**src/rtl/pipelined_addsub.sv**
```systemverilog
// Segmented carry-ripple adder/subtractor: STAGES=WIDTH/SEG registered stages with valid/ready flow control.
// Optional signed-overflow output enabled by defining PIPELINED_ADDSUB_OVF_EN.
module pipelined_addsub #(
    parameter int WIDTH = 32,
    parameter int SEG   = 8
) (
    input  logic             clk,
    input  logic             reset,
    input  logic             in_valid,
    output logic             in_ready,
    input  logic [WIDTH-1:0] a,
    input  logic [WIDTH-1:0] b,
    input  logic             c_in,
    input  logic             sub,
    output logic             out_valid,
    input  logic             out_ready,
    output logic [WIDTH-1:0] sum,
    output logic             c_out
`ifdef PIPELINED_ADDSUB_OVF_EN
    ,
    output logic             ovf
`endif
);

    localparam int STAGES = WIDTH / SEG;
    localparam int LAST   = STAGES - 1;

    if ((WIDTH % SEG) != 0 || SEG < 1) begin : g_bad_param
        $error("pipelined_addsub: WIDTH must be a positive multiple of SEG");
    end

    logic [STAGES-1:0] r_valid;
    logic [STAGES-1:0] r_carry;
    logic [WIDTH-1:0]  r_a   [STAGES];
    logic [WIDTH-1:0]  r_b   [STAGES];
    logic [WIDTH-1:0]  r_sum [STAGES];

    logic              w_advance;
    logic [STAGES-1:0] w_vin;
    logic [STAGES-1:0] w_cin;
    logic [WIDTH-1:0]  w_op_a [STAGES];
    logic [WIDTH-1:0]  w_op_b [STAGES];
    logic [WIDTH-1:0]  w_psum [STAGES];
    logic [SEG:0]      w_seg  [STAGES];

    assign w_advance = ~r_valid[LAST] | out_ready;
    assign in_ready  = w_advance;
    assign out_valid = r_valid[LAST];
    assign sum       = r_sum[LAST];
    assign c_out     = r_carry[LAST];

    // Stage operand selection and per-segment add; subtraction folds into stage 0 as a + ~b + 1.
    always_comb begin
        w_vin[0]  = in_valid;
        w_cin[0]  = sub ? 1'b1 : c_in;
        w_op_a[0] = a;
        w_op_b[0] = sub ? ~b : b;
        w_psum[0] = '0;
        for (int k = 1; k < STAGES; k++) begin
            w_vin[k]  = r_valid[k-1];
            w_cin[k]  = r_carry[k-1];
            w_op_a[k] = r_a[k-1];
            w_op_b[k] = r_b[k-1];
            w_psum[k] = r_sum[k-1];
        end
        for (int k = 0; k < STAGES; k++) begin
            w_seg[k] = {1'b0, w_op_a[k][k*SEG +: SEG]}
                     + {1'b0, w_op_b[k][k*SEG +: SEG]}
                     + {{SEG{1'b0}}, w_cin[k]};
        end
    end

    // Pipeline registers: the whole pipe shifts together on advance and holds otherwise.
    always_ff @(posedge clk) begin
        if (reset) begin
            for (int k = 0; k < STAGES; k++) begin
                r_valid[k] <= 1'b0;
                r_carry[k] <= 1'b0;
                r_a[k]     <= '0;
                r_b[k]     <= '0;
                r_sum[k]   <= '0;
            end
        end else if (w_advance) begin
            for (int k = 0; k < STAGES; k++) begin
                r_valid[k]               <= w_vin[k];
                r_carry[k]               <= w_seg[k][SEG];
                r_a[k]                   <= w_op_a[k];
                r_b[k]                   <= w_op_b[k];
                r_sum[k]                 <= w_psum[k];
                r_sum[k][k*SEG +: SEG]   <= w_seg[k][SEG-1:0];
            end
        end
    end

`ifdef PIPELINED_ADDSUB_OVF_EN
    logic r_ovf;
    logic w_ovf;

    // Signed overflow: operands share a sign that differs from the result sign.
    always_comb begin
        w_ovf = (w_op_a[LAST][WIDTH-1] == w_op_b[LAST][WIDTH-1])
              && (w_seg[LAST][SEG-1] != w_op_a[LAST][WIDTH-1]);
    end

    // Overflow flag travels with the final stage so it stays aligned with sum.
    always_ff @(posedge clk) begin
        if (reset) begin
            r_ovf <= 1'b0;
        end else if (w_advance) begin
            r_ovf <= w_ovf;
        end
    end

    assign ovf = r_ovf;
`endif

endmodule

```
**config.mk**
```make
export PLATFORM = sky130hd
export DESIGN_NAME = pipelined_addsub
export DESIGN_NICKNAME = d
export VERILOG_FILES = /design/src/rtl/pipelined_addsub.sv
export SDC_FILE = /design/constraint.sdc
export NUM_CORES = 1
export LEC_CHECK = 0
export CORE_MARGIN = 4
export CORE_UTILIZATION = 25
export CTS_BUF_LIST = sky130_fd_sc_hd__clkbuf_16
export DETAILED_ROUTE_END_ITERATION = 8
export PLACE_DENSITY_LB_ADDON = 0.2
export SYNTH_ARGS = -nofsm -noshare
export SYNTH_HDL_FRONTEND = slang
export SYNTH_SLANG_ARGS = --single-unit
export TNS_END_PERCENT = 20
```
**constraint.sdc**
```tcl
create_clock -name clk -period 6.6 [get_ports clk]
set_input_delay 0.66 -clock clk [delete_from_list [all_inputs] [get_ports clk]]
set_output_delay 0.66 -clock clk [all_outputs]
set_load 0.03 [all_outputs]
```
==> flow_metrics.tcl <==
set metrics [dict create \
    ir_worst_vdd_mv 0.1501 \
    synth_seq_area_share_pct 63.17 \
    die_y_um 193.7 \
    antenna_found_initial 0 \
    drc_errors 0 \
    vias_per_cell 4.054 \
    synthArstFlopShare_pct 0 \
    syn_area_per_cell_um2 13.14 \
    path_class "in -> out" \
    ys_types 46 \
    fill_cells 3409 \
    ff_latch_area_um2 5445 \
    stdcell_area_um2 10520 \
    slew_viol_final 0 \
    core_region_area_um2 33780 \
    initial_core_util_pct 25.51 \
    cts_hold_buffers 0 \
    cts_tree "done" \
    setup_viol 0 \
    grt.total_usage_pct 9.307 \
    synthFlopType "edfxtp_1" \
    min_path_cells 2 \
    fin_util_pct 31.14 \
    rows 67 \
    relSlewSlack_pct 25.04 \
    yosysTopAreaCellShare_pct 61.32 \
    io_buffers 104 \
    cts.clk_slew.worst_paths_ns 0.07 \
    synthTopCellsByCount "edfxtp_1 (176), and2_1 (126), nor2_1 (44), buf_4 (32), ha_1 (28)" \
    fin_crit_sh_pct 45.25 \
    grt_pass1_vias 4957 \
    timing.final.ws_setup_ns 3.613 \
    numCtsBuffers 17 \
    clock_path_buffers 2 \
    tightest_slew_ns 1.122 \
    die-width_um 193.7 \
    post_cts_buffers 0 \
    grt_first_pass_wirelength_um 27630 \
    min_to "r_valid[2]" \
    htree_levels 4 \
    diodes 0 \
    cp_top_family "buffers and inverters" \
    cpPeakStageDelay_ns 0.65 \
    hold_viol_final 0 \
    holdCritStartpoint "r_valid[2]" \
    rr_worst_depth 6 \
    post_cts_resized 0 \
    firstDrtPassIters 4 \
    drt_iter0_drc 243 \
    crit_slowest_cell "clkdlybuf4s50_1" \
    place_area_um2 9925 \
    yosys-top-cells-area "edfxtp_1 (61%), and2_1 (9.1%), ha_1 (4.1%), buf_4 (2.8%), xnor2_1 (2.6%)" \
    ys_warn_count 0 \
    p_leak_nw 4.112 \
    hold_path_class "reg -> reg" \
    multi_input_area_um2 2775 \
    rsz0062_at_grt "no" \
    rrSetupSlack_ns 4.12 \
    rr_startpoint "r_b[0][48]" \
    worstPathCellList "clkdlybuf4s50_1 -> nor2b_4 -> inv_6 -> clkdlybuf4s50_1" \
    maxCapViolCount 0 \
    finalNetCount 832 \
    fin_worst_skew_ns 0.007428 \
    fin_tns_setup_ns 0 \
    grt_start_max_net_pins 106 \
    gp_congestion 0.7575 \
    wl_per_cell_um 14.50 \
    drive_above_1_share_pct 5.819 \
    cts_root_buf "clkbuf_16" \
    pre_cts_ws_ns 3.213 \
    synth_area_leader_cell "edfxtp_1" \
    synth_enable_flop_cells 176 \
    dp_hpwl_um 11400 \
    placed_cells 1155 \
    finalPower_mw 2.720 \
    dieArea_um2 37510 \
    syn_nets 762 \
    setup.worst_path.end_class "primary output" \
    syn_inst 656 \
    synth_seq_cells 184 \
    critPathBufInv 3 \
    synth_area_um2 8620 \
    vias 4812 \
    critPathLaunchType "input pin" \
    hold_ws_ns 0.4581 \
    reg2reg_to "r_sum[0][86]" \
    min_period_ns 2.987 \
    status "finished clean" \
    io_pins 105 \
    arrival_ns 2.33 \
    synthToLayoutAreaGrowth_pct 22.05 \
    grt_overflow 0 \
    cp_max_fo 15 \
    max_freq_mhz 334.8 \
    worst-endpoint-required_ns 5.94 \
    insertion_delay_ns 0.42 \
    synth_most_common_cell "edfxtp_1" \
    ant_nets 0 \
    wirelength_um 17210 \
    stdcell_count 1187 \
    cts_sinks 184 \
    p_per_area_nw_per_um2 258.5 \
    cp_common_cell "clkdlybuf4s50_1" \
]
==> cell usage in the layout (no fill, tap or decap), types with 6 or more instances in the layout <==
master and instances:
nand3_1 8, a21o_1 6, a21oi_1 15, and2_1 126, fa_1 8, nor2_1 44, o21a_1 6, clkdlybuf4s50_1 103
ha_1 28, xor2_1 10, nand2_1 14, a211oi_1 10, inv_1 13, nor2b_1 9, xnor2_1 26, clkbuf_16 17
o2111ai_1 6, o21ai_0 19, nand2b_1 8, edfxtp_1 176, dfxtp_1 8, or4_1 6, nor3_1 21
==> sequential cells by signal, indices dropped and copies added (netlist names) <==
name	cells
r_a	48
r_sum	80
r_valid	4
r_carry	4
r_b	48
==> cell type report <==
cell class / count / area share [%]
Tap cell: 448 / 5.328
Inverter: 14 / 0.5471
Clock buffer: 17 / 4.044
Clock inverter: 15 / 1.618
Sequential cell: 184 / 51.76
Multi-Input combinational cell: 400 / 26.38
Timing Repair Buffer: 109 / 10.32
==> how the worst max path moves through the flow <==
stage | startpoint | to | slack (ns) | cells after the start
2_1_floorplan | reset | r_a[0][10] | 0.84 | 2
4_1_cts | out_ready | in_ready | 3.58 | 4
3_5_place_dp | out_ready | r_sum[0][47] | 3.21 | 6
6_report | out_ready | in_ready | 3.61 | 4
3_3_place_gp | out_ready | r_sum[0][47] | 3.26 | 6
5_1_grt | out_ready | r_sum[0][47] | 3.46 | 6
==> routing by layer <==
layer  global-route usage, %  vias up  share of wire, %
met5                       0        -                 0
met4                   3.304        0               1.8
met3                   1.842       16               2.8
met2                   15.11       77                48
met1                   12.45     2284                48
li1                        -     2435                 -
==> worst reg2reg max path, stage by stage (launching register included) <==
cell      delay [ns]
edfxtp_1        0.40
fa_1            0.46
fa_1            0.43
a21oi_1         0.22
o211ai_1        0.18
o21ai_0         0.44
and3_1          0.23
==> cell families after synthesis <==
family,share of synthesized area [%]
AO/OA/AOI/OAI,5.937
XOR/XNOR,3.658
adder cells (fa/ha/maj),5.922
buffers and inverters,4.776
flip-flops,63.17
AND/OR/NAND/NOR,16.53
==> power breakdown <==
part / total [mW] / switching, mW / internal (mW)
sequential: 1.39 / 0.0223 / 1.37
clock: 1.03 / 0.463 / 0.567
combinational: 0.299 / 0.155 / 0.144
Power figures use the tool's default switching activity.
